### src/rtl/mul_long_iter.sv
// mul_long_iter: iterative radix-2 shift-add long multiplier (MUL/UMULL/SMULL).
// Optional feature macro: MUL_ACCUM_EN adds the acc operand in FIX (UMLAL/SMLAL).
// Sequence: IDLE -> CALC (WIDTH cycles) -> FIX (1 cycle) -> IDLE, done pulses after FIX.
module mul_long_iter #(
    parameter int unsigned WIDTH = 32,
    parameter int unsigned CNT_W = 6
) (
    input  logic                 clk,
    input  logic                 reset,
    input  logic                 start,
    input  logic                 is_signed,
    input  logic [WIDTH-1:0]     a,
    input  logic [WIDTH-1:0]     b,
    input  logic [2*WIDTH-1:0]   acc,
    input  logic                 acc_en,
    output logic                 ready,
    output logic                 done,
    output logic [WIDTH-1:0]     result_lo,
    output logic [WIDTH-1:0]     result_hi,
    output logic                 res_n,
    output logic                 res_z
);

    typedef enum logic [1:0] {
        S_IDLE = 2'd0,
        S_CALC = 2'd1,
        S_FIX  = 2'd2
    } state_t;

    state_t               state_q, state_d;
    logic [WIDTH-1:0]     mcand_q, mcand_d;
    logic [WIDTH-1:0]     mplr_q, mplr_d;
    logic [2*WIDTH-1:0]   prod_q, prod_d;
    logic [CNT_W-1:0]     cnt_q, cnt_d;
    logic                 sgn_q, sgn_d;
    logic [2*WIDTH-1:0]   res_q, res_d;
    logic                 res_n_q, res_n_d;
    logic                 res_z_q, res_z_d;
    logic                 done_q, done_d;
    logic [2*WIDTH-1:0]   fix_p;

`ifdef MUL_ACCUM_EN
    logic [2*WIDTH-1:0]   acc_q, acc_d;
    logic                 acc_en_q, acc_en_d;
`else
    logic                 unused_acc;
    assign unused_acc = ^{acc, acc_en};
`endif

    // Final signed fix-up of the magnitude product, plus optional accumulate.
    always_comb begin
        fix_p = sgn_q ? -prod_q : prod_q;
`ifdef MUL_ACCUM_EN
        if (acc_en_q) begin
            fix_p = fix_p + acc_q;
        end
`endif
    end

    // Next-state and datapath updates for the multiply sequence.
    always_comb begin
        state_d = state_q;
        mcand_d = mcand_q;
        mplr_d  = mplr_q;
        prod_d  = prod_q;
        cnt_d   = cnt_q;
        sgn_d   = sgn_q;
        res_d   = res_q;
        res_n_d = res_n_q;
        res_z_d = res_z_q;
        done_d  = 1'b0;
`ifdef MUL_ACCUM_EN
        acc_d    = acc_q;
        acc_en_d = acc_en_q;
`endif
        case (state_q)
            S_IDLE: begin
                if (start) begin
                    // |min| = 2^(W-1) still fits as a W-bit unsigned magnitude
                    mcand_d = (is_signed && a[WIDTH-1]) ? -a : a;
                    mplr_d  = (is_signed && b[WIDTH-1]) ? -b : b;
                    sgn_d   = is_signed & (a[WIDTH-1] ^ b[WIDTH-1]);
                    prod_d  = '0;
                    cnt_d   = '0;
`ifdef MUL_ACCUM_EN
                    acc_d    = acc;
                    acc_en_d = acc_en;
`endif
                    state_d = S_CALC;
                end
            end
            S_CALC: begin
                if (mplr_q[0]) begin
                    prod_d = prod_q + ({{WIDTH{1'b0}}, mcand_q} << cnt_q);
                end
                mplr_d = mplr_q >> 1;
                cnt_d  = cnt_q + 1'b1;
                if (cnt_q == CNT_W'(WIDTH - 1)) begin
                    state_d = S_FIX;
                end
            end
            S_FIX: begin
                res_d   = fix_p;
                res_n_d = fix_p[2*WIDTH-1];
                res_z_d = (fix_p == '0);
                done_d  = 1'b1;
                state_d = S_IDLE;
            end
            default: state_d = S_IDLE;
        endcase
    end

    // State and datapath registers; synchronous reset aborts any operation.
    always_ff @(posedge clk) begin
        if (reset) begin
            state_q <= S_IDLE;
            mcand_q <= '0;
            mplr_q  <= '0;
            prod_q  <= '0;
            cnt_q   <= '0;
            sgn_q   <= 1'b0;
            res_q   <= '0;
            res_n_q <= 1'b0;
            res_z_q <= 1'b0;
            done_q  <= 1'b0;
`ifdef MUL_ACCUM_EN
            acc_q    <= '0;
            acc_en_q <= 1'b0;
`endif
        end else begin
            state_q <= state_d;
            mcand_q <= mcand_d;
            mplr_q  <= mplr_d;
            prod_q  <= prod_d;
            cnt_q   <= cnt_d;
            sgn_q   <= sgn_d;
            res_q   <= res_d;
            res_n_q <= res_n_d;
            res_z_q <= res_z_d;
            done_q  <= done_d;
`ifdef MUL_ACCUM_EN
            acc_q    <= acc_d;
            acc_en_q <= acc_en_d;
`endif
        end
    end

    assign ready     = (state_q == S_IDLE);
    assign done      = done_q;
    assign result_lo = res_q[WIDTH-1:0];
    assign result_hi = res_q[2*WIDTH-1:WIDTH];
    assign res_n     = res_n_q;
    assign res_z     = res_z_q;

endmodule
### config.mk
export PLATFORM = sky130hd
export DESIGN_NAME = mul_long_iter
export DESIGN_NICKNAME = d
export VERILOG_FILES = /design/src/rtl/mul_long_iter.sv
export SDC_FILE = /design/constraint.sdc
export NUM_CORES = 1
export LEC_CHECK = 0
export BUFFER_PORTS_ARGS = -buffer_cell sky130_fd_sc_hd__buf_2
export CAP_MARGIN = 20
export CORE_ASPECT_RATIO = 1.4
export CORE_MARGIN = 4
export CORE_UTILIZATION = 35
export DETAILED_ROUTE_END_ITERATION = 10
export SLEW_MARGIN = 20
export SYNTH_ARGS = -nofsm -noshare
export SYNTH_HDL_FRONTEND = slang
export SYNTH_SLANG_ARGS = --single-unit
### constraint.sdc
create_clock -name clk -period 5.47 [get_ports clk]
set_clock_uncertainty 0.05 [all_clocks]
set_input_delay 0.8205 -clock clk [delete_from_list [all_inputs] [get_ports clk]]
set_output_delay 0.8205 -clock clk [all_outputs]
set_load 0.005 [all_outputs]
==> flow_summary.ini, run 1 <==
[synth]
async_reset_ff_share_pct = 0
synthTopCellsByArea = dfxtp_1 25%, xor2_1 6.2%, nor2_1 6.1%, nand2_1 5.6%, a21oi_1 5.4%
ys_ff_latch = 203
synth.distinct_cells = 76
synth-xor-area-share_pct = 9.38
synth_top_area_share_pct = 24.9
synth-compound-area-share_pct = 27.3
synth_area_per_cell_um2 = 7.36
synthesis.nets = 2422
synth_top_family_by_area = compound AO/OA/AOI/OAI gates
synthAdderAreaFrac_pct = 5.25
ys.flop_type = dfxtp_1
muxShareOfSynthArea_pct = 5.82
synth-simple-area-share_pct = 22.3
synth-edff-count = 0
synthCells = 2221
yosys.area.top_type = dfxtp_1
syn_area_um2 = 16300
ys_seq_area_share_pct = 24.9
yosysWarnings = 0

[setup_path]
start_kind = flip-flop
cpPeakStageDelay_ps = 490
timing.critical_path.fanout_max = 17
critical-path-top-delay-family = compound AO/OA/AOI/OAI gates
crit_chain = buf_4 -> mux2_2 -> o21ai_0 -> nor2_1 -> nor2_1 -> a21o_1 -> mux2i_1 -> and2_1 -> ha_1 -> nand4_1 -> nor4_1 -> o31ai_1 -> o21ai_0 -> o21ai_0 -> buf_4 -> o21ai_0 -> a211oi_1 -> buf_4 -> o21a_1 -> or3_1 -> nand3_1
cpMaxStageDelayCell = dfxtp_4
setup.reg_to_reg.worst_slack_ps = 260
path_common_cell = o21ai_0
worstPathArrival_ps = 5650
end_kind = flip-flop
worst-setup-path-type = flip-flop to flip-flop
critPathRequiredTime_ps = 5910
path_buf_inv = 3

[layout]
fillers = 4857
antennaDiodeCount = 0
mostFrequentLayoutCell = nor2_1
layout_common_cells = 263 x nor2_1, 246 x nand2_1, 201 x dfxtp_1, 176 x a21oi_1, 165 x o21ai_0
drive_above_1_share_pct = 14.7
syn_to_final_growth_pct = 14.9
nets = 2520

[floorplanning]
die_w_um = 191
die-area_um2 = 50300
die_h_um = 264
start_util_pct = 35.5
rows = 93
placeableCoreArea_um2 = 46100
ios = 201

[grt]
grt_pass1_wl_um = 83100
grtUsageTotal_pct = 20.1
grt_pass1_vias = 15301
antenna_found_initial = 0
grt_max_degree = 102
grt-ovfl-total = 0

[routing]
num_vias = 16183
drt-pass1-iter-count = 5
ant_nets = 0
avgRoutedWirePerCell_um = 17.9
drtIter0Drc = 832
drc_errors = 0
avgViaCountPerCell = 5.48
finalWirelength_um = 52900

[cts]
insertion_delay_ps = 560
cts_root_buffer = clkbuf_16
cts.clk_slew.worst_paths_ps = 70
cts.path.max_buffers = 3
cts_buffers = 23
clock_sinks = 203
h-tree-depth = 1
cts_tree = yes

[pwr]
peakVddDrop_uv = 199
p_leak_uw = 0.00769
power.density_nw_per_um2 = 216

[sta]
fmax_ghz = 0.192
setup_viol = 0
slew_violations = 0
min_period_ps = 5210
worst_slew_pin_slew_ps = 963
fin_crit_sh_pct = 95.2
maxSlewHeadroom_pct = 35.6
final-hold-violation-count = 0
rsz0062_at_grt = no
setup_tns_ps = 0
setup_slack_ps = 264

[run_status]
status = finished clean

[run]
drv_cap = 0

[place]
portBuffers = 135
gp_congestion = 0.967
hpwl_um = 41600
pre_cts_slack_ps = 128

[min_path]
hp-class = flip-flop to flip-flop
-- metrics by stage --
step	instance area, um^2	total power, uW	util [%]	instances	hold WS [ps]
finish	18800	4050	40.8	2951	403
global route	18800	4250	40.8	2951	426
CTS	18800	4110	40.7	2950	406
detailed placement	17900	2400	38.9	2910	395
global placement	17900	2390	38.9	2910	390
floorplan	16300	2110	-	2221	382
-- synthesized netlist by cell type, drive strengths merged (4+ instances only) --
master	instances
nor3b	9
o31ai	32
and4	4
inv	33
xnor2	59
a32o	7
nand3b	7
a21o	41
nor4	25
nand2	246
a22o	7
nand3	32
ha	67
o21a	15
dfxtp	203
mux4	6
nor3	37
and3	13
clkbuf	140
o21bai	10
nor2	265
nor2b	14
buf	26
or3	26
nand2b	16
or4	18
o41ai	12
a22oi	61
a32oi	5
a21oi	176
a21boi	7
and2	34
xor2	116
or2	12
mux2	21
mux2i	58
o211ai	7
a31oi	21
o21ai	166
o22ai	17
nand4	27
a211oi	90
a311oi	4
-- flip-flops by register name, indices dropped and copies added (netlist names), 2 cells and up --
| name | count |
|---|---|
| cnt_q | 6 |
| mcand_q | 32 |
| mplr_q | 32 |
| prod_q | 64 |
| res_q | 64 |
| state_q | 2 |
-- worst paths after layout --
path / startpoint / endpoint / cells after the start
min reg2reg: res_q[0] / res_q[0] / 2
min: res_q[0] / res_q[0] / 2
max: cnt_q[1] / prod_q[63] / 21
max reg2reg: cnt_q[1] / prod_q[63] / 21
-- worst register-to-register path, stage by stage (launching register included) --
cell      delay (ps)
dfxtp_4          490
buf_4            170
mux2_2           340
o21ai_0          240
nor2_1            70
nor2_1           180
a21o_1           190
mux2i_1           90
and2_1           250
ha_1             350
nand4_1          180
nor4_1           330
o31ai_1          150
o21ai_0          390
o21ai_0          140
buf_4            170
o21ai_0          380
a211oi_1         160
buf_4            190
o21a_1           190
or3_1            370
nand3_1           80
-- report_power, final --
group	switching [uW]	total [uW]	internal, uW
clock	659	1680	1020
sequential	37.8	1560	1520
combinational	497	814	317
total	1190	4050	2860
-- logic make-up after synthesis --
family | count (synthesis)
XOR/XNOR | 175
AO/OA/AOI/OAI | 702
flip-flops | 203
multiplexers | 85
adder cells (fa/ha/maj) | 68
buffers and inverters | 200
AND/OR/NAND/NOR | 788
-- metal layers --
metal / vias up / share of wire (%) / global-route usage [%]
met5: - / 0 / 0
met2: 364 / 50 / 36.9
li1: 8248 / - / -
met4: 0 / 3.3 / 6.74
met1: 7489 / 43 / 24.6
met3: 82 / 3.8 / 1.69
-- layout make-up --
class / instances / area [um^2] / area share (%)
clock buffers: 27 / 601 / 3.20
clock inverters: 13 / 208 / 1.11
inverters: 33 / 124 / 0.660
multi-input cells: 1818 / 11500 / 61.2
flip-flops and latches: 203 / 4070 / 21.7
well taps: 617 / 772 / 4.11
repair buffers: 240 / 1510 / 8.03
-- timing repair --
item | in CTS | in global routing
resized for setup | 0 | 7
endpoints found under the setup margin | 0 | 17
setup buffers | 0 | 1
hold buffers | 0 | 0
Note: power is estimated with default switching activity, not from simulation.
==> run 2: changes to the inputs <==
Settings changed: BUFFER_PORTS_ARGS -buffer_cell sky130_fd_sc_hd__buf_2 to -buffer_cell sky130_fd_sc_hd__buf_4, RECOVER_POWER set to 100.
==> run 2 against run 1 <==
Compared with the run above:
- the run now ends with max-capacitance violations, max-slew violations left
- power down 1.8%
- cell count down 0.37%
- final area up 0.65%
- clock power down 4%
- hold slack better by 5.0 ps
- core utilization up 0.26 points
- maximum frequency down 0.52%
- combinational power down 0.5%
- register-to-register slack worse by 30 ps
- sequential cell count unchanged
- highest routed layer unchanged
==> flow_summary.ini, run 2 (same netlist as run 1, synthesis figures left out) <==
[floorplanning]
die_h_um = 264
ios = 201
rows = 93
die-area_um2 = 50300
die_w_um = 191
start_util_pct = 35.5
placeableCoreArea_um2 = 46100

[layout]
nets = 2510
regArea_um2 = 4070
fillers = 4880
top_regs = prod_q (64), res_q (64)
antennaDiodeCount = 0
final_cells = 2940
drive_above_1_share_pct = 13.4
layout_common_cells = 263 x nor2_1, 246 x nand2_1, 201 x dfxtp_1, 176 x a21oi_1, 166 x o21ai_0
syn_to_final_growth_pct = 15.6
mostFrequentLayoutCell = nor2_1
multi_input_area_um2 = 11500

[sta]
worst_slew_pin_slew_ps = 3880
min_period_ps = 5230
final-hold-violation-count = 0
slew_violations = 311
setup_tns_ps = 0
maxSlewHeadroom_pct = -159
rsz0062_at_grt = no
whs_ps = 408
setup_viol = 0
fin_crit_sh_pct = 95.7
fmax_ghz = 0.191

[routing]
drtIter0Drc = 693
ant_nets = 0
drt-pass1-iter-count = 5
drc_errors = 0
num_vias = 16139
avgViaCountPerCell = 5.49
avgRoutedWirePerCell_um = 17.8
finalWirelength_um = 52300

[setup_path]
path_common_cell = o21ai_0
crit_chain = buf_6 -> mux2_2 -> o21ai_0 -> nor2_1 -> nor2_1 -> mux2_2 -> o21ai_0 -> and2_0 -> ha_1 -> nand4_1 -> nor4_1 -> o31ai_1 -> o21ai_0 -> o21ai_0 -> buf_4 -> o21ai_0 -> clkbuf_1 -> a211oi_1 -> buf_4 -> o21a_1 -> or3_1 -> nand3_1
critical-path-top-delay-family = simple AND/OR/NAND/NOR gates
cpPeakStageDelay_ps = 450
cpMaxStageDelayCell = dfxtp_4
worstPathArrival_ps = 5660
start_kind = flip-flop
end_kind = flip-flop
path_buf_inv = 4
timing.critical_path.fanout_max = 13
critPathRequiredTime_ps = 5900
worst-setup-path-type = flip-flop to flip-flop

[grt]
grtUsageTotal_pct = 19.9
antenna_found_initial = 0
grt_pass1_vias = 15345
grt_max_degree = 103
grt_pass1_wl_um = 82600
grt-ovfl-total = 0

[cts]
cts_tree = yes
cts_buffers = 23
h-tree-depth = 1
clock_sinks = 203
insertion_delay_ps = 550
cts_root_buffer = clkbuf_16
cts.clk_slew.worst_paths_ps = 60
cts.path.max_buffers = 3

[place]
dp_cells = 2900
portBuffers = 135
hpwl_um = 41400
gp_congestion = 0.954

[pwr]
power.density_nw_per_um2 = 211
peakVddDrop_uv = 198
p_leak_uw = 0.00760

[run_status]
status = complete, but fails checks
violations = max-capacitance violations, max-slew violations

[min_path]
hp-class = flip-flop to flip-flop

[run]
drv_cap = 4
-- run 2: changes by cell type in the layout (fill, tap and decap cells not counted), sizes merged --
cell      change
bufinv        -1
clkinvlp      -4
clkbuf       +79
inv           +2
buf          -87
-- run 2: final cells by class --
cell class,count,share of cell area (%)
Sequential cell,203,21.5
Inverter,33,0.655
Multi-Input combinational cell,1818,60.7
Tap cell,617,4.08
Clock inverter,10,0.854
Clock buffer,29,3.22
Timing Repair Buffer,230,8.96
-- run 2: metrics by stage --
step,area [um^2],power (uW),worst slack (ps),util (%)
after floorplan,16300,2110,273,-
final,18900,3980,237,41.0
after global placement,18200,2390,213,39.5
after global routing,18900,4180,42.8,41.0
after detailed placement,18200,2400,150,39.5
after CTS,19000,4040,126,41.1
-- run 2: worst paths after layout --
path	start	end	slack [ps]	cells past startpoint
worst max-delay path	cnt_q[1]	prod_q[63]	240	22
worst min-delay path	mplr_q[3]	mplr_q[2]	410	2
worst max register to register	cnt_q[1]	prod_q[63]	240	22
worst min register to register	mplr_q[3]	mplr_q[2]	410	2
-- run 2: per-layer routing --
metal	wire [um]	track usage, %	up-vias
met3	2270	2.01	95
met1	22200	24.4	7411
met2	25700	35.5	380
met4	2130	7.87	0
met5	0	0	-
li1	-	-	8253
-- run 2: timing repair --
item	4_1_cts	5_1_grt
hold buffers	0	0
resized for setup	0	1
hold endpoints to repair	0	0
setup buffers	0	1
setup endpoints to repair	0	11
-- run 2: worst register-to-register path, delay by kind of cell, from the launching register on --
family	cells	cell delay [ps]
compound gates	8	1450
simple gates	7	1510
buf+inv	4	750
mux	2	590
flops	1	450
fa+ha+maj	1	370
-- run 2: power by group --
group          total, uW  internal [uW]  leakage, uW  switching, uW
Clock               1620            975     0.000378            640
Sequential          1560           1520      0.00165           35.7
Combinational        810            315      0.00557            495
